`src/rtl/uart_pkg.sv`:
```
//------------------------------------------------------------------------------
// Module   : uart_pkg
// Purpose  : Shared UART types and bit-timing constants (TX and RX)
// Revision : 1.0 - initial release
//------------------------------------------------------------------------------
`default_nettype none

package uart_pkg;

    typedef enum logic {
        IDLE     = 1'b0,
        TRANSMIT = 1'b1
    } tx_state_t;

    localparam int BAUD_DIV_DEFAULT  = 2604;
    localparam int BAUD_HALF_DEFAULT = BAUD_DIV_DEFAULT / 2;
    localparam int FRAME_BITS        = 10;
    localparam int DATA_BITS         = 8;
    localparam int BAUD_CNT_W        = 12;
    localparam int BIT_CNT_W         = 4;

    // Start bit sits in bit 0 so the line is simply shift_reg[0].
    function automatic logic [DATA_BITS:0] frame_load(input logic [DATA_BITS-1:0] data);
        return {data, 1'b0};
    endfunction

endpackage

`default_nettype wire

```
`src/rtl/uart_tx_if.sv`:
```
//------------------------------------------------------------------------------
// Module   : uart_tx_if
// Purpose  : Byte-strobe request and serial/status signals of the UART TX
// Revision : 1.0 - initial release
//------------------------------------------------------------------------------
`default_nettype none

interface uart_tx_if;
    logic       trmt;
    logic [7:0] tx_data;
    logic       TX;
    logic       tx_busy;
    logic       hold_full;
    logic       tx_done;

    modport master (
        output trmt, tx_data,
        input  TX, tx_busy, hold_full, tx_done
    );

    modport slave (
        input  trmt, tx_data,
        output TX, tx_busy, hold_full, tx_done
    );
endinterface

`default_nettype wire

```
`src/rtl/uart_baud_tmr.sv`:
```
//------------------------------------------------------------------------------
// Module   : uart_baud_tmr
// Purpose  : Clearable 12-bit bit-period counter, ticks at a compare value
// Revision : 1.0 - initial release
//------------------------------------------------------------------------------
`default_nettype none

module uart_baud_tmr
    import uart_pkg::*;
#(
    parameter int TICK_AT = BAUD_DIV_DEFAULT - 1
) (
    input  wire logic clk,
    input  wire logic rst_n,
    input  wire logic run,
    input  wire logic clr,
    output logic      tick
);

    logic [BAUD_CNT_W-1:0] cnt_q;
    logic [BAUD_CNT_W-1:0] cnt_d;

    assign tick = run && (cnt_q == BAUD_CNT_W'(TICK_AT));

    always_comb begin
        cnt_d = cnt_q;
        if (clr) begin
            cnt_d = '0;
        end else if (run) begin
            cnt_d = tick ? '0 : cnt_q + 1'b1;
        end
    end

    always_ff @(posedge clk or negedge rst_n) begin
        if (!rst_n) begin
            cnt_q <= '0;
        end else begin
            cnt_q <= cnt_d;
        end
    end

endmodule

`default_nettype wire

```
`src/rtl/uart_tx.sv`:
```
//------------------------------------------------------------------------------
// Module   : uart_tx
// Purpose  : 8N1 UART transmitter with a one-byte holding register
// Revision : 1.0 - initial release
//------------------------------------------------------------------------------
`default_nettype none

module uart_tx
    import uart_pkg::*;
#(
    parameter int BAUD_DIV = BAUD_DIV_DEFAULT
) (
    input  wire logic clk,
    input  wire logic rst_n,
    uart_tx_if.slave  bus
);

    tx_state_t                state_q, state_d;
    logic [DATA_BITS:0]       shift_q, shift_d;
    logic [DATA_BITS-1:0]     hold_q, hold_d;
    logic                     hold_full_q, hold_full_d;
    logic [BIT_CNT_W-1:0]     bit_cnt_q, bit_cnt_d;
    logic                     tx_done_q, tx_done_d;
    logic                     cnt_clr;
    logic                     tick;
    logic                     frame_end;

    uart_baud_tmr #(
        .TICK_AT (BAUD_DIV - 1)
    ) u_baud_tmr (
        .clk   (clk),
        .rst_n (rst_n),
        .run   (state_q == TRANSMIT),
        .clr   (cnt_clr),
        .tick  (tick)
    );

    assign frame_end = tick && (bit_cnt_q == BIT_CNT_W'(FRAME_BITS - 1));

    always_comb begin
        state_d     = state_q;
        shift_d     = shift_q;
        hold_d      = hold_q;
        hold_full_d = hold_full_q;
        bit_cnt_d   = bit_cnt_q;
        tx_done_d   = tx_done_q;
        cnt_clr     = 1'b0;
        case (state_q)
            IDLE: begin
                if (bus.trmt) begin
                    shift_d   = frame_load(bus.tx_data);
                    bit_cnt_d = '0;
                    cnt_clr   = 1'b1;
                    tx_done_d = 1'b0;
                    state_d   = TRANSMIT;
                end
            end
            TRANSMIT: begin
                if (tick) begin
                    shift_d   = {1'b1, shift_q[DATA_BITS:1]};
                    bit_cnt_d = bit_cnt_q + 1'b1;
                end
                // A queued byte wins over a new strobe landing on the frame end.
                if (frame_end) begin
                    bit_cnt_d = '0;
                    cnt_clr   = 1'b1;
                    if (hold_full_q) begin
                        shift_d     = frame_load(hold_q);
                        hold_full_d = 1'b0;
                    end else if (bus.trmt) begin
                        shift_d   = frame_load(bus.tx_data);
                        tx_done_d = 1'b0;
                    end else begin
                        state_d   = IDLE;
                        tx_done_d = 1'b1;
                    end
                end else if (bus.trmt && !hold_full_q) begin
                    hold_d      = bus.tx_data;
                    hold_full_d = 1'b1;
                    tx_done_d   = 1'b0;
                end
            end
            default: state_d = IDLE;
        endcase
    end

    always_ff @(posedge clk or negedge rst_n) begin
        if (!rst_n) begin
            state_q     <= IDLE;
            shift_q     <= '0;
            hold_q      <= '0;
            hold_full_q <= 1'b0;
            bit_cnt_q   <= '0;
            tx_done_q   <= 1'b0;
        end else begin
            state_q     <= state_d;
            shift_q     <= shift_d;
            hold_q      <= hold_d;
            hold_full_q <= hold_full_d;
            bit_cnt_q   <= bit_cnt_d;
            tx_done_q   <= tx_done_d;
        end
    end

    assign bus.TX        = (state_q == TRANSMIT) ? shift_q[0] : 1'b1;
    assign bus.tx_busy   = (state_q == TRANSMIT);
    assign bus.hold_full = hold_full_q;
    assign bus.tx_done   = tx_done_q;

endmodule

`default_nettype wire

```
`src/flat_wrapper.sv`:
```
// flat-port wrapper written by rule: the top's interface ports become plain ports
module uart_tx_flat import uart_pkg::*;
#(
    parameter int BAUD_DIV = BAUD_DIV_DEFAULT
)
  (clk, rst_n, bus_trmt, bus_tx_data, bus_TX, bus_tx_busy, bus_hold_full, bus_tx_done);
  uart_tx_if bus_i ();
  input  wire logic clk;
  input  wire logic rst_n;
  input wire logic [$bits(bus_i.trmt)-1:0] bus_trmt;
  input wire logic [$bits(bus_i.tx_data)-1:0] bus_tx_data;
  output wire logic [$bits(bus_i.TX)-1:0] bus_TX;
  output wire logic [$bits(bus_i.tx_busy)-1:0] bus_tx_busy;
  output wire logic [$bits(bus_i.hold_full)-1:0] bus_hold_full;
  output wire logic [$bits(bus_i.tx_done)-1:0] bus_tx_done;
  assign bus_i.trmt = bus_trmt;
  assign bus_i.tx_data = bus_tx_data;
  assign bus_TX = bus_i.TX;
  assign bus_tx_busy = bus_i.tx_busy;
  assign bus_hold_full = bus_i.hold_full;
  assign bus_tx_done = bus_i.tx_done;
  uart_tx #(.BAUD_DIV(BAUD_DIV)) u_core (.clk(clk), .rst_n(rst_n), .bus(bus_i));
endmodule
```
`config.mk`:
```
export PLATFORM = sky130hd
export DESIGN_NAME = uart_tx_flat
export DESIGN_NICKNAME = d
export VERILOG_FILES = /design/src/rtl/uart_pkg.sv /design/src/rtl/uart_tx_if.sv /design/src/rtl/uart_baud_tmr.sv /design/src/rtl/uart_tx.sv /design/src/flat_wrapper.sv
export SDC_FILE = /design/constraint.sdc
export NUM_CORES = 1
export LEC_CHECK = 0
export BUFFER_PORTS_ARGS = -buffer_cell sky130_fd_sc_hd__clkbuf_2
export CAP_MARGIN = 20
export CORE_MARGIN = 1.5
export CORE_UTILIZATION = 54
export DETAILED_ROUTE_END_ITERATION = 7
export PLACE_DENSITY = 0.71
export SLEW_MARGIN = 20
export SYNTH_ARGS = -nofsm -noshare
export SYNTH_HDL_FRONTEND = slang
export SYNTH_SLANG_ARGS = --single-unit
export TNS_END_PERCENT = 1
```
`constraint.sdc`:
```
create_clock -name clk -period 2.1 [get_ports clk]
set_input_delay 0.42 -clock clk [delete_from_list [all_inputs] [get_ports clk]]
set_output_delay 0.42 -clock clk [all_outputs]
set_load 0.03 [all_outputs]
```
* Yosys cells after proc, flatten, opt, wreduce, memory -nomap -nowiden *
Index checks and enable logic that the tools add are counted.

word-level totals
  register bits after elaboration = 36
  word-level logic and storage cells = 55

operators by class
  $add $sub $neg = 2
  equal/unequal tests = 6
  mux-type cells = 28
  bitwise operators = 2
  reductions and logical operators = 10

operator list
  kind                     count
  $mux W9                  5
  $mux W12                 3
  $pmux W9 S2              1
  $add A12 B1 Y12 const B  1
  $eq A12 B12 Y1 const B   1
  $mux W1                  12
  $mux W4                  3
  $ne A3 B3 Y1 const B     3
  $pmux W4 S2              1
  $pmux W1 S2              3
  $reduce_and A3 Y1        2
  $add A4 B1 Y4 const B    1
  $eq A4 B4 Y1 const B     1
  $reduce_and A2 Y1        2
  $reduce_bool A2 Y1       2
  $logic_and A1 B1 Y1      3
  $ne A2 B2 Y1 const B     1
  $not A1 Y1               2
  $logic_not A1 Y1         1

* Longest topological paths before layout *
Gate-level depths: netlist of the first run.

  depth after elaboration = 7
  depth in mapped cells = 7

* Cells and area by module *
Synthesis of the first run repeated with hierarchy kept, for this count alone.

second synthesis, totals
  cells, all modules = 220
  area, all modules = 2230.9 um^2

modules (own cells, without submodules)
  module         times used  cells each  area an instance (um^2)
  uart_tx        1           141         1445.1
  uart_baud_tmr  1           79          785.8

* Worst setup path after synthesis of the first run *
OpenSTA, ideal clock, no wires.

  path type = register to register
  from = register u_core.state_q (netlist: u_core.bus.tx_busy)
  to = register u_core.hold_q[0]
  arrival time = 1.764 ns
  required time = 1.975 ns
  slack = 0.211 ns
  cell stages (with the launch flop) = 7
  path buffers = 2
  clock period less this slack = 1.889 ns
  cell sequence = dfrtp_1 -> buf_2 -> and4b_1 -> and3_1 -> buf_6 -> a21oi_4 -> mux2_2

on the way
  cells in the longest elaborated chain, start to end = 4

RTL lines
  item                           RTL line             source
  start: declaration             uart_tx.sv:18        tx_state_t state_q, state_d;
  start signal: assignment       uart_tx.sv:96        state_q <= state_d;
  $logic_and A1 B1 Y1            uart_baud_tmr.sv:23  assign tick = run && (cnt_q == BAUD_CNT_W'(TICK_AT));
  $logic_and A1 B1 Y1            uart_tx.sv:38        assign frame_end = tick && (bit_cnt_q == BIT_CNT_W'(FRAME_BITS - 1));
  $not A1 Y1 (no line)           -
  $reduce_and A3 Y1 (no line) *  -
  end signal: assignment         uart_tx.sv:98        hold_q <= hold_d;
  end: declaration               uart_tx.sv:20        logic [DATA_BITS-1:0] hold_q, hold_d;

Mark *: on every way between the ends. The rest lies on a longest branch, timed or not.
A chain may end at the register's enable or synchronous reset.

* Worst setup path in the final report of the first run *
  from = register u_core.u_baud_tmr.cnt_q[0]
  to = register u_core.hold_q[0]

on the way
  cells in the longest elaborated chain, start to end = 5

RTL lines
  item                         RTL line             source
  start: declaration           uart_baud_tmr.sv:20  logic [BAUD_CNT_W-1:0] cnt_q;
  start signal: assignment     uart_baud_tmr.sv:38  cnt_q <= cnt_d;
  $eq A12 B12 Y1               uart_baud_tmr.sv:23
  $logic_and A1 B1 Y1          uart_baud_tmr.sv:23
  $logic_and A1 B1 Y1          uart_tx.sv:38
  $not A1 Y1 (no line)         -
  $reduce_and A3 Y1 (no line)  -

No other way between the ends.

==> key figures, run 1 <==
Run status
  – Status: completed

Clock network
  – TritonCTS buffer count: 5
  – TritonCTS clock tree: yes
  – Root buffer cell: clkbuf_4
  – Worst skew pair latency: 340 ps
  – Total setup buffers inserted after CTS: 0
  – Sink Count: 36
  – Clk slew on worst S/H paths: 100 ps
  – Worst-case clock buffer depth: 2
  – Post-cts sizing count: 0
  – Post-CTS Hold Buffers: 0
  – Htree depth: 2

Worst setup path
  – Crit path required time: 2330 ps
  – Critical path endpoint category: register
  – Worst path cell trace: ha_1, and4bb_1, and3_1, a21oi_4, mux2_2
  – R2R depth: 5
  – Kind of critical path: reg -> reg
  – Worst Setup Start Kind: register
  – Critical path launch point: u_core.u_baud_tmr.cnt_q[0]
  – Worst-path maximum fanout: 8
  – CP max stage cell: dfrtp_1
  – Worst path arrival time: 2150 ps
  – FF-to-FF Start: u_core.u_baud_tmr.cnt_q[0]
  – Crit path largest cell delay: 430 ps
  – Worst Setup EP: u_core.hold_q[0]
  – Worst r2r dst: u_core.hold_q[0]
  – Internal reg-to-reg setup slack: 180 ps

Yosys
  – Synth area leaders: dfrtp_1 47%, o21ai_0 6.5%, mux2_2 4.7%
  – Mapped Cells: 206
  – Distinct cells, synth: 37
  – Register area share after synthesis: 0.468
  – Dominant cell type by area after synthesis: dfrtp_1
  – Fraction of registers with async set/reset: 1.00
  – Cell area after synthesis: 1930 µm²
  – Avg Cell Area, Syn: 9.35 µm²
  – Yosys top cell area share: 0.468
  – Yosys synthesis warning count: 0
  – Most frequent cell after synthesis: dfrtp_1
  – #FFs+latches synth: 36
  – Top cells by count, synth: 36 x dfrtp_1, 25 x o21ai_0, 21 x nand2_1, 12 x nor2_1
  – Synth Net Count: 220
  – Number of enable flip-flop cells after synthesis: 0
  – Post-synth top flop: dfrtp_1

Power
  – Peak supply drop: 0.557 mV
  – Pwr/cell area: 723 nW/µm²
  – Leakage power: 0.947 nW

Layout
  – Syn-to-layout area delta: 9.03%
  – Share of layout cells above drive strength 1: 0.177
  – Final net count: 236
  – Ant. Diodes: 0

Timing
  – Unrepaired setup endpoints after global routing: false
  – Min cycle time layout: 1920 ps
  – # setup viols final: 0
  – Post-Route Setup TNS: 0 ps
  – Fmax: 522 MHz
  – Hold_ws: 107 ps
  – Rel. slew slack: 0.683
  – Slew Viols, Final: 0
  – Hold Vio Cnt, Final: 0
  – Clk_skew: 10.6 ps
  – Worst-Margin Slew: 475 ps
  – Final worst path period share: 0.912

Route
  – Vias per cell: 5.83
  – Initial DRC Count: 87
  – First-pass DRT Iterations: 4
  – DRC Markers: 0
  – Routed Antenna Nets: 0
  – Total Routed Length: 3860 µm
  – DR vias: 1552
  – Routed length per placed instance: 14.5 µm

Floorplanning
  – Std-Cell Rows: 21
  – CORE AREA: 3390 µm²
  – Die X: 62.7 µm
  – Die Y: 62.7 µm
  – Number of top-level pins: 15
  – Full die area: 3930 µm²
  – Starting Density: 0.568

Min path
  – Worst min path class: in -> async

Global route
  – Initial antenna violation count: 0
  – GR Overflow Total: 0
  – Vias in the first global route: 1549
  – First-pass GRT wire length: 6710 µm
  – All-Layer GR Usage: 0.217
  – Largest net degree at the start of global routing: 37

Run
  – MaxCap Viol Count: 0

Place
  – DP Wirelength: 2750 µm
  – Global placement routability congestion: 0.807
  – IO Port Bufs: 14
## how the worst min path moves through the flow
| stage | startpoint | end | cells after the start | slack, ps |
|---|---|---|---|---|
| global placement | rst_n | u_core.bit_cnt_q[3] | 2 | 480 |
| detailed placement | rst_n | u_core.shift_q[1] | 2 | 490 |
| finish | rst_n | u_core.shift_q[1] | 2 | 110 |
| CTS | rst_n | u_core.bit_cnt_q[3] | 2 | 110 |
| floorplan | rst_n | u_core.bit_cnt_q[0] | 0 | 120 |
| global route | rst_n | u_core.shift_q[1] | 2 | 150 |
## per-layer routing
metal  share of wire  vias to the layer above  GRT usage  wire length, µm
met1            0.43                      734      0.256             1660
li1                -                      768          -                -
met2            0.49                       38      0.366             1880
met5               0                        -          0                0
met4           0.025                        0      0.106               98
met3           0.055                       12     0.0595              213
## final cells by class
| type | instances | area (µm²) |
|---|---|---|
| fill | 288 | 1290 |
| multi-input combinational | 149 | 936 |
| tap | 46 | 57.6 |
| inverter | 6 | 22.5 |
| sequential | 36 | 901 |
| timing repair buffer | 24 | 145 |
| clock buffer | 5 | 37.5 |
## critical path, delay by kind of cell (launching register included)
kind,cells,cell delay (ps)
AOI/OAI and AO/OA,1,300
muxes,1,380
and+or+nand+nor,2,460
DFF,1,430
adders and majority gates,1,240
## flip-flops by register name (all words and copies together) (netlist names)
signal / count
u_core.bit_cnt_q: 4
u_core.shift_q: 9
u_core.bus.tx_busy: 1
u_core.u_baud_tmr.cnt_q: 12
u_core.bus.tx_done: 1
u_core.bus.hold_full: 1
u_core.hold_q: 8
## report_power, final
group	switching, W	internal, W
Combinational	0.000149	0.000142
Clock	0.000211	0.000112
Sequential	0.000119	0.000786
Total	0.000479	0.00104
## layout by cell type (no fill, tap or decap)
master and n:
dfrtp_1 36, o21ai_0 25, nand2_1 21, clkbuf_2 14, nor2_1 12, a21oi_1 11, buf_4 10, nand3_1 9
a31oi_1 9, a22oi_1 8, nand2b_1 8, mux2_2 8, inv_1 6, xor2_1 6, clkbuf_4 5, and3_1 4
or3_1 3, nand4_1 3, ha_1 3, a21o_1 2, a32o_1 2, xnor2_1 2, nor4b_2 1, and4b_1 1
and4bb_1 1, o2111ai_1 1, nand3b_1 1, o21a_1 1, o2111a_1 1, nor4b_1 1, o22ai_1 1, a21oi_4 1
o31ai_1 1, nor3_1 1, and4_1 1
## metrics by stage
stage          cell area [µm²]  utilization  std cells  power (W)  worst slack (ps)
6_report                  2100        0.619        266    0.00152               184
4_1_cts                   2100        0.619        266    0.00153               190
5_1_grt                   2100        0.619        266    0.00163               105
3_3_place_gp              2060        0.608        261    0.00119               271
3_5_place_dp              2060        0.608        261    0.00121               192
2_1_floorplan             1930            -        206    0.00111               211
## cell families after synthesis
| logic type | Yosys count | share of synthesized area |
|---|---|---|
| simple gates | 67 | 0.181 |
| compound gates | 63 | 0.202 |
| flops | 36 | 0.468 |
| buf+inv | 21 | 0.0461 |
| xor+xnor | 8 | 0.0364 |
| mux | 8 | 0.0468 |
| fa+ha+maj | 3 | 0.0195 |
No activity file was read; power rests on OpenSTA's default activity.
==> inputs of run 2 (changes only) <==
--- a/config.mk
+++ b/config.mk
@@ -8,9 +8,9 @@
 export BUFFER_PORTS_ARGS = -buffer_cell sky130_fd_sc_hd__clkbuf_2
 export CAP_MARGIN = 20
 export CORE_MARGIN = 1.5
-export CORE_UTILIZATION = 54
+export CORE_UTILIZATION = 46
 export DETAILED_ROUTE_END_ITERATION = 7
-export PLACE_DENSITY = 0.71
+export PLACE_DENSITY = 0.62
 export SLEW_MARGIN = 20
 export SYNTH_ARGS = -nofsm -noshare
 export SYNTH_HDL_FRONTEND = slang
==> key figures, run 2 (synthesized netlist as in run 1, its figures left out) <==
Run status
  – Status: completed (unchanged)

Timing
  – Final worst path period share: 0.902 (was 0.912)
  – Hold Vio Cnt, Final: 0 (unchanged)
  – Rel. slew slack: 0.676 (was 0.683)
  – Worst-Margin Slew: 485 ps (was 475 ps)
  – # setup viols final: 0 (unchanged)
  – Hold_ws: 27.7 ps (was 107 ps)
  – Clk_skew: 3.95 ps (was 10.6 ps)
  – Min cycle time layout: 1900 ps (was 1920 ps)
  – Fmax: 528 MHz (was 522 MHz)
  – Unrepaired setup endpoints after global routing: false (unchanged)
  – Post-Route Setup TNS: 0 ps (unchanged)
  – Slack of the critical path: 205 ps (was 184 ps)
  – Slew Viols, Final: 0 (unchanged)

Place
  – DP Worst Slack: 209 ps (was 192 ps)
  – DP Wirelength: 3020 µm (was 2750 µm)
  – Global placement routability congestion: 0.767 (was 0.807)
  – IO Port Bufs: 14 (unchanged)

Global route
  – All-Layer GR Usage: 0.212 (was 0.217)
  – Vias in the first global route: 1516 (was 1549)
  – Largest net degree at the start of global routing: 29 (was 37)
  – Initial antenna violation count: 0 (unchanged)
  – First-pass GRT wire length: 7290 µm (was 6710 µm)
  – GR Overflow Total: 0 (unchanged)

Route
  – Total Routed Length: 4160 µm (was 3860 µm)
  – Initial DRC Count: 85 (was 87)
  – DR vias: 1554 (was 1552)
  – Routed Antenna Nets: 0 (unchanged)
  – Routed length per placed instance: 15.3 µm (was 14.5 µm)
  – DRC Markers: 0 (unchanged)
  – First-pass DRT Iterations: 4 (unchanged)
  – Vias per cell: 5.71 (was 5.83)

Layout
  – Most common cell after layout, fill and taps aside: dfrtp_1 (unchanged)
  – Largest register by flop count: u_core.u_baud_tmr.cnt_q (unchanged)
  – Final net count: 235 (was 236)
  – Syn-to-layout area delta: 11.6% (was 9.03%)
  – Util after Layout: 0.537 (was 0.619)
  – Ant. Diodes: 0 (unchanged)
  – Final-layout fill cell count: 366 (was 288)
  – Top flop regs: u_core.u_baud_tmr.cnt_q x12, u_core.shift_q x9, u_core.hold_q x8 (unchanged)
  – Most frequent cells in the layout: 36 x dfrtp_1, 25 x o21ai_0, 21 x nand2_1 (unchanged)
  – Max FFs per register: 12 (unchanged)
  – Share of layout cells above drive strength 1: 0.176 (was 0.177)

Clock network
  – Root buffer cell: clkbuf_8 (was clkbuf_4)
  – Post-CTS Hold Buffers: 0 (unchanged)
  – Worst skew pair latency: 280 ps (was 340 ps)
  – Post-cts sizing count: 0 (unchanged)
  – Worst-case clock buffer depth: 2 (unchanged)
  – TritonCTS buffer count: 5 (unchanged)
  – Htree depth: 2 (unchanged)
  – Sink Count: 36 (unchanged)
  – Total setup buffers inserted after CTS: 0 (unchanged)
  – Clk slew on worst S/H paths: 70 ps (was 100 ps)
  – TritonCTS clock tree: yes (unchanged)

Floorplanning
  – Starting Density: 0.481 (was 0.568)
  – Die Y: 67.7 µm (was 62.7 µm)
  – Number of top-level pins: 15 (unchanged)
  – Die X: 67.7 µm (was 62.7 µm)
  – Std-Cell Rows: 23 (was 21)
  – CORE AREA: 4000 µm² (was 3390 µm²)
  – Full die area: 4580 µm² (was 3930 µm²)

Worst setup path
  – Worst path arrival time: 2060 ps (was 2150 ps)
  – Crit path largest cell delay: 410 ps (was 430 ps)
  – Worst Setup Start Kind: register (unchanged)
  – Worst path cell trace: ha_1, and4bb_1, and3_1, a21oi_4, mux2_2 (unchanged)
  – Crit path required time: 2270 ps (was 2330 ps)
  – Kind of critical path: reg -> reg (unchanged)
  – Worst-path maximum fanout: 8 (unchanged)
  – Top delay family on crit path: simple AND/OR/NAND/NOR gates (unchanged)
  – Buffer and inverter count on the worst path: 0 (unchanged)
  – Critical path endpoint category: register (unchanged)
  – CP max stage cell: dfrtp_1 (unchanged)

Run
  – MaxCap Viol Count: 0 (unchanged)

Min path
  – Worst min path class: in -> async (unchanged)

Power
  – Pwr/cell area: 788 nW/µm² (was 723 nW/µm²)
  – Leakage power: 0.965 nW (was 0.947 nW)
  – Peak supply drop: 0.463 mV (was 0.557 mV)
[run 2: metrics by stage]
stage | cell area [µm²] | power, W | std cells
2_1_floorplan | 1930 | 0.00111 | 206
6_report | 2150 | 0.00169 | 272
3_5_place_dp | 2060 | 0.00120 | 264
3_3_place_gp | 2060 | 0.00119 | 264
4_1_cts | 2150 | 0.00171 | 272
5_1_grt | 2150 | 0.00181 | 272
[run 2: final timing paths]
check / startpoint / end / slack, ps / depth (start not counted)
max in group asynchronous: rst_n / u_core.hold_q[0] / 1570 / 2
min: rst_n / u_core.bit_cnt_q[0] / 30 / 1
max reg2reg: u_core.u_baud_tmr.cnt_q[0] / u_core.hold_q[7] / 200 / 5
min in group clk: bus_tx_data[4] / u_core.hold_q[4] / 390 / 2
max: u_core.u_baud_tmr.cnt_q[0] / u_core.hold_q[7] / 200 / 5
min reg2reg: u_core.hold_q[3] / u_core.hold_q[3] / 510 / 1
[run 2: layout make-up]
type / instances / area, µm² / share of cell area
multi-input combinational: 149 / 936 / 0.435
sequential: 36 / 901 / 0.419
timing repair buffer: 23 / 138 / 0.0640
clock buffer: 8 / 90.1 / 0.0419
tap: 50 / 62.6 / 0.0291
inverter: 6 / 22.5 / 0.0105
[run 2: power by group]
part           total, W  internal (W)  leakage, nW  switching (W)
sequential     0.000907      0.000787        0.453       0.000120
combinational  0.000285      0.000141        0.466       0.000144
clock          0.000501      0.000268       0.0455       0.000234
total           0.00169       0.00120        0.965       0.000498
[run 2: worst register-to-register path, delay by kind of cell (launching register included)]
family / cells / cell delay, ps
AO/OA/AOI/OAI: 1 / 290
flip-flops: 1 / 410
AND/OR/NAND/NOR: 2 / 460
adder cells (fa/ha/maj): 1 / 240
multiplexers: 1 / 380
[run 2: metal layers]
layer / vias to the layer above / wire [µm] / GRT usage
met5: - / 0 / 0
met4: 0 / 8 / 0.0485
met3: 2 / 214 / 0.0517
met2: 41 / 1840 / 0.303
met1: 743 / 2090 / 0.320
li1: 768 / - / -
